<file path="src/rtl/i2c_master_pkg.sv">
// Shared types for the I2C master engine: command opcodes, FSM states,
// bit quarter phases and the legal CLK_DIV range.
package i2c_master_pkg;

    typedef enum logic [1:0] {
        OP_START = 2'd0,
        OP_STOP  = 2'd1,
        OP_WRITE = 2'd2,
        OP_READ  = 2'd3
    } cmd_op_t;

    typedef enum logic [2:0] {
        ST_IDLE,
        ST_START,
        ST_STOP,
        ST_WBIT,
        ST_WACK,
        ST_RBIT,
        ST_RACK,
        ST_RESP
    } state_t;

    typedef enum logic [1:0] {Q0, Q1, Q2, Q3} qphase_t;

    localparam int unsigned CLK_DIV_MIN = 2;
    localparam int unsigned CLK_DIV_MAX = 4095;

    function automatic qphase_t next_phase(input qphase_t p);
        qphase_t n;
        case (p)
            Q0: n = Q1;
            Q1: n = Q2;
            Q2: n = Q3;
            Q3: n = Q0;
        endcase
        return n;
    endfunction

endpackage

</file>
<file path="src/rtl/i2c_master_engine_sync.sv">
// SYNC_STAGES-deep synchroniser for the raw SCL/SDA pad inputs; resets to
// the released (high) bus level.
module i2c_sync #(
    parameter int unsigned SYNC_STAGES = 2
) (
    input  logic       clk_i,
    input  logic       rst_n_i,
    input  logic [1:0] d_i,
    output logic [1:0] q_o
);

    logic [1:0] stage [SYNC_STAGES];

    always_ff @(posedge clk_i) begin
        if (!rst_n_i) begin
            for (int unsigned i = 0; i < SYNC_STAGES; i++) stage[i] <= '1;
        end else begin
            stage[0] <= d_i;
            for (int unsigned i = 1; i < SYNC_STAGES; i++) stage[i] <= stage[i-1];
        end
    end

    assign q_o = stage[SYNC_STAGES-1];

endmodule

</file>
<file path="src/rtl/i2c_master_engine.sv">
// I2C master bit/byte engine: one START/STOP/WRITE/READ command at a time,
// open-drain SCL/SDA. Clock stretching support: define I2C_MASTER_STRETCH_EN.
module i2c_master_engine
    import i2c_master_pkg::*;
#(
    parameter int unsigned CLK_DIV     = 125,
    parameter int unsigned SYNC_STAGES = 2
) (
    input  logic       clk_i,
    input  logic       rst_n_i,
    input  logic       cmd_valid_i,
    output logic       cmd_ready_o,
    input  logic [1:0] cmd_op_i,
    input  logic [7:0] cmd_data_i,
    input  logic       cmd_ack_i,
    output logic       rsp_valid_o,
    output logic [7:0] rsp_data_o,
    output logic       rsp_nack_o,
    output logic       rsp_arb_lost_o,
    output logic       rsp_err_o,
    output logic       busy_o,
    input  logic       i2c_clk_i,
    input  logic       i2c_data_i,
    output logic       i2c_clk_oe_o,
    output logic       i2c_data_oe_o
);

    localparam int unsigned CW = $clog2(CLK_DIV);
    localparam logic [CW-1:0] RELOAD = CW'(CLK_DIV - 1);

    if (CLK_DIV < CLK_DIV_MIN || CLK_DIV > CLK_DIV_MAX) begin : g_bad_div
        $error("CLK_DIV out of legal range");
    end

    state_t        state, state_n;
    qphase_t       phase, phase_n;
    logic [CW-1:0] cnt, cnt_n;
    logic [2:0]    bit_cnt, bit_cnt_n;
    logic [7:0]    shreg, shreg_n, rdata, rdata_n;
    logic          ack, ack_n, clk_oe, clk_oe_n, data_oe, data_oe_n;
    logic          busy, busy_n, nack, nack_n, arb, arb_n, err, err_n;
    logic [1:0]    sync_q;
    logic          scl_s, sda_s, hold, q_end, q_first;

    i2c_sync #(.SYNC_STAGES(SYNC_STAGES)) u_sync (
        .clk_i   (clk_i),
        .rst_n_i (rst_n_i),
        .d_i     ({i2c_clk_i, i2c_data_i}),
        .q_o     (sync_q)
    );
    assign scl_s = sync_q[1];
    assign sda_s = sync_q[0];

`ifdef I2C_MASTER_STRETCH_EN
    assign hold = (phase == Q2) && !scl_s;
`else
    logic scl_unused;
    assign hold       = 1'b0;
    assign scl_unused = scl_s;
`endif

    assign q_end   = (cnt == '0) && !hold;
    assign q_first = (cnt == RELOAD);

    always_ff @(posedge clk_i) begin
        if (!rst_n_i) begin
            state   <= ST_IDLE;
            phase   <= Q0;
            cnt     <= '0;
            bit_cnt <= '0;
            shreg   <= '0;
            rdata   <= '0;
            ack     <= 1'b0;
            clk_oe  <= 1'b0;
            data_oe <= 1'b0;
            busy    <= 1'b0;
            nack    <= 1'b0;
            arb     <= 1'b0;
            err     <= 1'b0;
        end else begin
            state   <= state_n;
            phase   <= phase_n;
            cnt     <= cnt_n;
            bit_cnt <= bit_cnt_n;
            shreg   <= shreg_n;
            rdata   <= rdata_n;
            ack     <= ack_n;
            clk_oe  <= clk_oe_n;
            data_oe <= data_oe_n;
            busy    <= busy_n;
            nack    <= nack_n;
            arb     <= arb_n;
            err     <= err_n;
        end
    end

    // SCL follows quarter boundaries; SDA updates one cycle into its quarter
    // so data always changes at least a clock after SCL falls.
    always_comb begin
        state_n   = state;
        phase_n   = phase;
        cnt_n     = cnt;
        bit_cnt_n = bit_cnt;
        shreg_n   = shreg;
        rdata_n   = rdata;
        ack_n     = ack;
        clk_oe_n  = clk_oe;
        data_oe_n = data_oe;
        busy_n    = busy;
        nack_n    = nack;
        arb_n     = arb;
        err_n     = err;
        case (state)
            ST_IDLE: begin
                if (cmd_valid_i) begin
                    nack_n    = 1'b0;
                    arb_n     = 1'b0;
                    err_n     = !busy && (cmd_op_i != OP_START);
                    phase_n   = Q0;
                    cnt_n     = RELOAD;
                    bit_cnt_n = '0;
                    case (cmd_op_t'(cmd_op_i))
                        OP_START: state_n = ST_START;
                        OP_STOP:  state_n = busy ? ST_STOP : ST_RESP;
                        OP_WRITE: begin
                            state_n = busy ? ST_WBIT : ST_RESP;
                            shreg_n = cmd_data_i;
                        end
                        OP_READ: begin
                            state_n = busy ? ST_RBIT : ST_RESP;
                            ack_n   = cmd_ack_i;
                        end
                    endcase
                end
            end
            ST_RESP: state_n = ST_IDLE;
            default: begin
                if (q_first) begin
                    if (phase == Q0) begin
                        case (state)
                            ST_START: data_oe_n = 1'b0;
                            ST_STOP:  data_oe_n = 1'b1;
                            ST_WBIT:  data_oe_n = !shreg[7];
                            ST_RACK:  data_oe_n = ack;
                            default:  data_oe_n = 1'b0;
                        endcase
                    end else if (phase == Q2) begin
                        if (state == ST_START) data_oe_n = 1'b1;
                        if (state == ST_STOP)  data_oe_n = 1'b0;
                    end
                end
                if (q_end) begin
                    cnt_n   = RELOAD;
                    phase_n = next_phase(phase);
                    case (phase)
                        Q0: if (state == ST_START || state == ST_STOP) clk_oe_n = 1'b0;
                        Q1: if (state != ST_START && state != ST_STOP) clk_oe_n = 1'b0;
                        Q2: begin
                            case (state)
                                ST_START: clk_oe_n = 1'b1;
                                ST_WBIT: begin
                                    if (shreg[7] && !sda_s) begin
                                        state_n   = ST_RESP;
                                        clk_oe_n  = 1'b0;
                                        data_oe_n = 1'b0;
                                        arb_n     = 1'b1;
                                        busy_n    = 1'b0;
                                    end
                                end
                                ST_WACK: nack_n  = sda_s;
                                ST_RBIT: shreg_n = {shreg[6:0], sda_s};
                                default: ;
                            endcase
                        end
                        Q3: begin
                            case (state)
                                ST_START: begin
                                    state_n = ST_RESP;
                                    busy_n  = 1'b1;
                                end
                                ST_STOP: begin
                                    state_n = ST_RESP;
                                    busy_n  = 1'b0;
                                end
                                ST_WBIT: begin
                                    clk_oe_n = 1'b1;
                                    shreg_n  = {shreg[6:0], 1'b0};
                                    if (bit_cnt == 3'd7) state_n = ST_WACK;
                                    else bit_cnt_n = bit_cnt + 3'd1;
                                end
                                ST_RBIT: begin
                                    clk_oe_n = 1'b1;
                                    if (bit_cnt == 3'd7) state_n = ST_RACK;
                                    else bit_cnt_n = bit_cnt + 3'd1;
                                end
                                ST_RACK: begin
                                    clk_oe_n = 1'b1;
                                    rdata_n  = shreg;
                                    state_n  = ST_RESP;
                                end
                                default: begin
                                    clk_oe_n = 1'b1;
                                    state_n  = ST_RESP;
                                end
                            endcase
                        end
                    endcase
                end else if (!hold) begin
                    cnt_n = cnt - CW'(1);
                end
            end
        endcase
    end

    assign cmd_ready_o    = (state == ST_IDLE);
    assign rsp_valid_o    = (state == ST_RESP);
    assign rsp_data_o     = rdata;
    assign rsp_nack_o     = nack;
    assign rsp_arb_lost_o = arb;
    assign rsp_err_o      = err;
    assign busy_o         = busy;
    assign i2c_clk_oe_o   = clk_oe;
    assign i2c_data_oe_o  = data_oe;

endmodule

</file>
<file path="config.mk">
export PLATFORM = sky130hd
export DESIGN_NAME = i2c_master_engine
export DESIGN_NICKNAME = d
export VERILOG_FILES = /design/src/rtl/i2c_master_pkg.sv /design/src/rtl/i2c_master_engine_sync.sv /design/src/rtl/i2c_master_engine.sv
export SDC_FILE = /design/constraint.sdc
export NUM_CORES = 1
export LEC_CHECK = 0
export CAP_MARGIN = 25
export CORE_MARGIN = 5
export CORE_UTILIZATION = 55
export CTS_CLUSTER_SIZE = 40
export DETAILED_ROUTE_END_ITERATION = 6
export PLACE_DENSITY_LB_ADDON = 0.15
export SLEW_MARGIN = 20
export SYNTH_ARGS = -nofsm -noshare
export SYNTH_HDL_FRONTEND = slang
export SYNTH_SLANG_ARGS = --single-unit
</file>
<file path="constraint.sdc">
create_clock -name clk_i -period 3 [get_ports clk_i]
set_input_delay 0.3 -clock clk_i [delete_from_list [all_inputs] [get_ports clk_i]]
set_output_delay 0.3 -clock clk_i [all_outputs]
set_load 0.1 [all_outputs]
</file>
# Word-level counts from Yosys, hierarchy flattened
# Memory sizes are Yosys's and may differ from the RTL's.
# Index checks and enable logic that the tools add are counted.
totals:
  out_inout_bits: 16
  in_bits: 16
  register_bits: 38
  memories: 1
  ramBits: 4
classes:
  reduce_logical: 38
  n_addsub: 2
  bitwise: 4
  mux: 66
  n_eq_ne: 34
mem_list:
  columns: ["memory", "words", "width", "read_ports", "rd_ports_with_merged_regs", "write_ports", "line_no", "source"]
  rows:
  - ["u_sync.stage", 2, 2, 2, 0, 2, "i2c_master_engine_sync.sv:12", "logic [1:0] stage [SYNC_STAGES];"]
op_table:
  columns: ["cell", "n"]
  rows:
  - ["two-way mux 8 bit", 5]
  - ["two-way mux 3 bit", 13]
  - ["one-hot mux 8 bit (2 select lines)", 2]
  - ["two-way mux 1 bit", 24]
  - ["one-hot mux 3 bit (2 select lines)", 4]
  - ["AND reduction 7 bit", 3]
  - ["AND reduction 6 bit", 3]
  - ["nonzero test 2 bit", 9]
  - ["== test 3 bit, second input constant", 5]
  - ["two-way mux 7 bit", 2]
  - ["one-hot mux 7 bit (2 select lines)", 1]
  - ["one-hot mux 3 bit (4 select lines)", 1]
  - ["two-way mux 2 bit", 5]
  - ["inequality test 5 bit, second input constant", 2]
  - ["one-hot mux 1 bit (2 select lines)", 5]
  - ["inequality test 3 x 2 -> 1 bit, second input constant", 3]
  - ["== test 2 bit, second input constant", 4]
  - ["inequality test 2 x 1 -> 1 bit, second input constant", 4]
  - ["inequality test 2 bit, second input constant", 4]
  - ["inequality test 4 x 3 -> 1 bit, second input constant", 2]
  - ["one-hot mux 2 bit (4 select lines)", 1]
  - ["== test 7 bit, second input constant", 1]
  - ["logical NOT 7 bit", 1]
  - ["subtractor 7 x 1 -> 7 bit, second input constant", 1]
  - ["other kinds (23)", 39]

# Depth between registers and ports, before layout
depth:
  ltp_word: 10
  mapped_depth: 9

# Modules after synthesis
# From an unflattened synthesis, not the netlist that was laid out.
hier_totals:
  hier_cells: 261
  hier_area_um2: 2253.4
modules_own_cells:
  columns: ["module", "instances", "seq_area_each_um2", "area_each_um2", "cells_per_inst"]
  rows:
  - ["i2c_master_engine", 1, 760.7, 2133.3, 251]
  - ["i2c_sync", 1, 80.1, 120.1, 10]

# Least setup slack after synthesis
# Ideal clock, no wire load.
synth_timing:
  path_type: "flip-flop to flip-flop"
  from: "reg state[1]"
  to: "reg state[1]"
  path_stages_with_launch: 9
  required_time_ns: 2.874
  setup_ns: 0.126
  t_arrival_ns: 1.815
  period_less_slack_ns: 1.940
  setup_slack_ns: 1.060
  cell_sequence: "dfxtp_1 buf_6 or3_1 buf_6 clkinv_4 buf_2 o21ai_0 o211ai_1 o21ai_0"
synth_rtl:
  columns: ["item", "line_no", "source"]
  rows:
  - ["start, declared", "i2c_master_engine.sv:35", "state_t state, state_n;"]
  - ["start signal, assigned", "i2c_master_engine.sv:81", "state <= state_n;"]
  - ["logical NOT 3 bit (*)", null, null]
  - ["net cmd_ready_o", "i2c_master_engine.sv:12", "output logic cmd_ready_o,"]
  - ["inequality test 5 bit (no source line), or another cell as far along", null, null]
  - ["AND reduction 7 bit (no source line)", null, null]
# Mark *: on every way through the listed nets, which the timed path passes. The rest lies on a longest branch. The select of a mux whose other input is x is not followed.
# A chain may end at the register's enable or synchronous reset.

# Worst setup path after layout
layout_timing:
  from: "reg phase[0]"
  to: "reg shreg[3]"
layout_via:
  elab_chain_cells: 4
layout_rtl:
  columns: ["item", "line_no", "source"]
  rows:
  - ["start, declared", "i2c_master_engine.sv:36", "qphase_t phase, phase_n;"]
  - ["start signal, assigned", "i2c_master_engine.sv:82", "phase <= phase_n;"]
  - ["== test 2 bit", "i2c_master_engine.sv:155", "case (phase)"]
  - ["one-hot mux 8 bit (2 select lines)", "i2c_master_engine.sv:155", null]
  - ["two-way mux 8 bit", "i2c_master_engine.sv:152", "if (q_end) begin"]
  - ["one-hot mux 8 bit (2 select lines)", "i2c_master_engine.sv:113", "case (state)"]
  - ["end signal, assigned", "i2c_master_engine.sv:85", "shreg <= shreg_n;"]
  - ["end, declared", "i2c_master_engine.sv:39", "logic [7:0] shreg, shreg_n, rdata, rdata_n;"]
# Parallel ways exist; a longest one is shown, timed or not. The select of a mux whose other input is x is not followed.

==> flow_summary.ini <==
[outcome]
status = complete, no violations

[timing]
fin_tns_setup_ns = 0
slew_violations = 0
period_share_pct = 75.93
clock-skew-final_ns = 0.005678
max_freq_mhz = 439.0
whs_ns = 0.4192
period_minus_slack_ns = 2.278
worstMarginPinSlew_ns = 0.9645
grt_setup_unrepaired = no
finalHoldViolCount = 0
slew_headroom_pct = 35.50
setup_violations = 0

[logic_synthesis]
synth_warnings = 0
postSynthCellCount = 259
yosys-top-cells-area = dfxtp_1 37%, nand2_1 6.1%, nor2_1 5.9%, mux2i_1 5.6%, ha_1 4.6%
netlist.area_leader.share_pct = 37.02
synth.ff_latch_count = 40
synth-seq-area-share_pct = 37.02
async_flop_share_pct = 0
yosys.area.top_type = dfxtp_1
synth_edf_count = 0
syn_nets = 283
avgSynthCellArea_sq_um = 8.353
netlist_area_sq_um = 2163
ys_types = 56
synthFlopType = dfxtp_1

[min_path]
worst_hold_path_type = reg -> reg
holdPathStages = 1
hold_path_end = u_sync.stage[0][2]
hold_start = u_sync.stage[0][0]

[finish]
seqCellArea_sq_um = 800.8
final_util_pct = 67.48
drive_gt1_share_pct = 13.68
final_nets = 308
area_growth_pct = 16.77
fillerInstances = 320
layout.cells.non_filler = 333
fin_area_sq_um = 2526
multi_input_area_sq_um = 1225
antenna_cells = 0

[clock_tree]
cts_setup_buffers = 0
clk_latency_ns = 0.29
cts_sinks = 40
clockBufferDepth = 2
ctsHoldBuffers = 0
ctsResizeCount = 0
cts_root_buffer = clkbuf_8
cts_buffers = 5
cts.clk_slew.worst_paths_ns = 0.08
cts_max_level = 2
cts_tree = yes

[route]
drt_pre_antenna_iters = 4
routed_wl_um = 4784
via_per_inst = 5.685
drtIter0Drc = 165
wl_per_cell_um = 14.37
num_vias = 1893
drc = 0
postRouteAntennaNets = 0

[pwr]
power.switching_mw = 1.136
power.density_nw_per_um2 = 955.7
swShare_pct = 47.06
p_int_mw = 1.278
vdd_drop_max_mv = 0.5774
p_comb_share_pct = 54.0
leakagePower_nw = 1.059
pwr-share-seq_pct = 30.6
p_clk_share_pct = 15.4

[grt]
grt_pass1_vias = 1815
grt_overflow = 0
grtUsageTotal_pct = 19.48
grt_max_degree = 18
grt_first_pass_wirelength_um = 8259
antenna_found_initial = 0

[place]
numPortBuffers = 30
dpl.cell_count = 325
routabilityCongestion = 0.8534
place_area_sq_um = 2434
hpwl_um = 3460

[critical_path]
crit_fanout = 16
worstSetupPathType = reg -> reg
worstRegToRegCells = 7
cp-start-kind = flop
cp-end-kind = flop
worst-endpoint-arrival_ns = 2.48
r2r_slack_ns = 0.72
timing.rr.end = shreg[3]
crit_required_ns = 3.20
rr_startpoint = phase[0]

[floorplanning]
start_util_pct = 57.79
core_sq_um = 3744
die_h_um = 72.72
die-area_sq_um = 5287
die_w_um = 72.72
rows = 22
io_pins = 32

[job]
drv_cap = 0
-- metrics by stage --
| stage | setup slack, ns | total power, mW |
|---|---|---|
| final | 0.7222 | 2.414 |
| after global routing | 0.4248 | 2.611 |
| after global placement | 0.7770 | 2.020 |
| after CTS | 0.7313 | 2.411 |
| after floorplan | 1.060 | 1.816 |
| after detailed placement | 0.7525 | 2.041 |
-- state kept, by name (all words and copies together) (netlist names) --
signal,count
ack,1
bit_cnt,3
busy_o,1
cnt,7
i2c_clk_oe_o,1
i2c_data_oe_o,1
phase,2
rsp_arb_lost_o,1
rsp_data_o,8
rsp_err_o,1
rsp_nack_o,1
shreg,8
state,3
u_sync.stage,2
-- synth_stat cells, types with 2 or more instances --
library cell	number
nand2b_1	4
a311oi_1	6
nand2_1	35
o21a_1	2
dfxtp_1	40
buf_6	3
buf_2	7
nand3_1	7
a21oi_1	19
nor3b_1	2
clkbuf_1	6
inv_1	8
xnor2_1	2
nor2_1	34
nand4_1	2
or4_1	2
a21o_1	3
nor3_1	4
xor2_1	6
mux2i_1	12
ha_1	8
nor4bb_1	2
o21ai_0	8
nand3b_1	2
o211ai_1	4
-- worst max-delay path: stages (launching register included) --
cell and delay [ns]:
dfxtp_1 0.34, inv_1 0.09, ha_1 0.44, nor4bb_1 0.33, o2111ai_1 0.20, a21oi_4 0.45, nor2_1 0.08, a311oi_1 0.25
-- cell type report --
type	count	share of cell area (%)
Inverter	10	1.684
Clock inverter	2	0.3962
Sequential cell	40	31.70
Tap cell	48	2.377
Multi-Input combinational cell	192	48.49
Timing Repair Buffer	35	12.09
Clock buffer	6	3.269
-- cell families (layout without fill, tap and decap cells) --
logic type	after synthesis	count (layout)	synth area share, %
fa+ha+maj	8	8	4.627
flops	40	40	37.02
xor+xnor	8	8	3.239
simple gates	105	105	23.83
buf+inv	27	53	6.362
compound gates	59	59	19.38
mux	12	12	5.553
-- power groups by stage --
| stage | registers [mW] | logic (mW) | clock network (mW) |
|---|---|---|---|
| global placement | 0.745 | 1.27 | 0 |
| CTS | 0.737 | 1.30 | 0.373 |
| floorplan | 0.792 | 1.02 | 0 |
| finish | 0.739 | 1.30 | 0.371 |
| global route | 0.757 | 1.46 | 0.395 |
| detailed placement | 0.748 | 1.29 | 0 |
-- worst max-delay path by stage --
stage | startpoint | end | slack, ns | cells after the start
floorplan | state[1] | state[1] | 1.06 | 8
global placement | phase[0] | shreg[2] | 0.78 | 7
finish | phase[0] | shreg[3] | 0.72 | 7
global route | phase[0] | shreg[4] | 0.42 | 7
CTS | phase[0] | shreg[3] | 0.73 | 7
detailed placement | phase[0] | shreg[3] | 0.75 | 7
-- layout by cell type (no fill, tap or decap), types with 3 or more instances in the layout --
| cell | Yosys | final |
|---|---|---|
| nand3_1 | 7 | 7 |
| dfxtp_1 | 40 | 40 |
| o211ai_1 | 4 | 4 |
| clkdlybuf4s50_1 | 0 | 17 |
| a311oi_1 | 6 | 6 |
| nand2b_1 | 4 | 4 |
| nor2_1 | 34 | 34 |
| inv_1 | 8 | 8 |
| xor2_1 | 6 | 6 |
| a21oi_1 | 19 | 19 |
| nand2_1 | 35 | 35 |
| mux2i_1 | 12 | 12 |
| buf_4 | 0 | 18 |
| a21o_1 | 3 | 3 |
| nor3_1 | 4 | 4 |
| clkbuf_8 | 0 | 6 |
| ha_1 | 8 | 8 |
| o21ai_0 | 8 | 8 |
-- per-layer routing --
metal / wire length (um) / global-route usage, %
met1: 2255 / 25.99
met5: 0 / 0
met2: 2268 / 31.96
met4: 51 / 4.303
met3: 209 / 4.545
(Power assumes the default switching activity.)
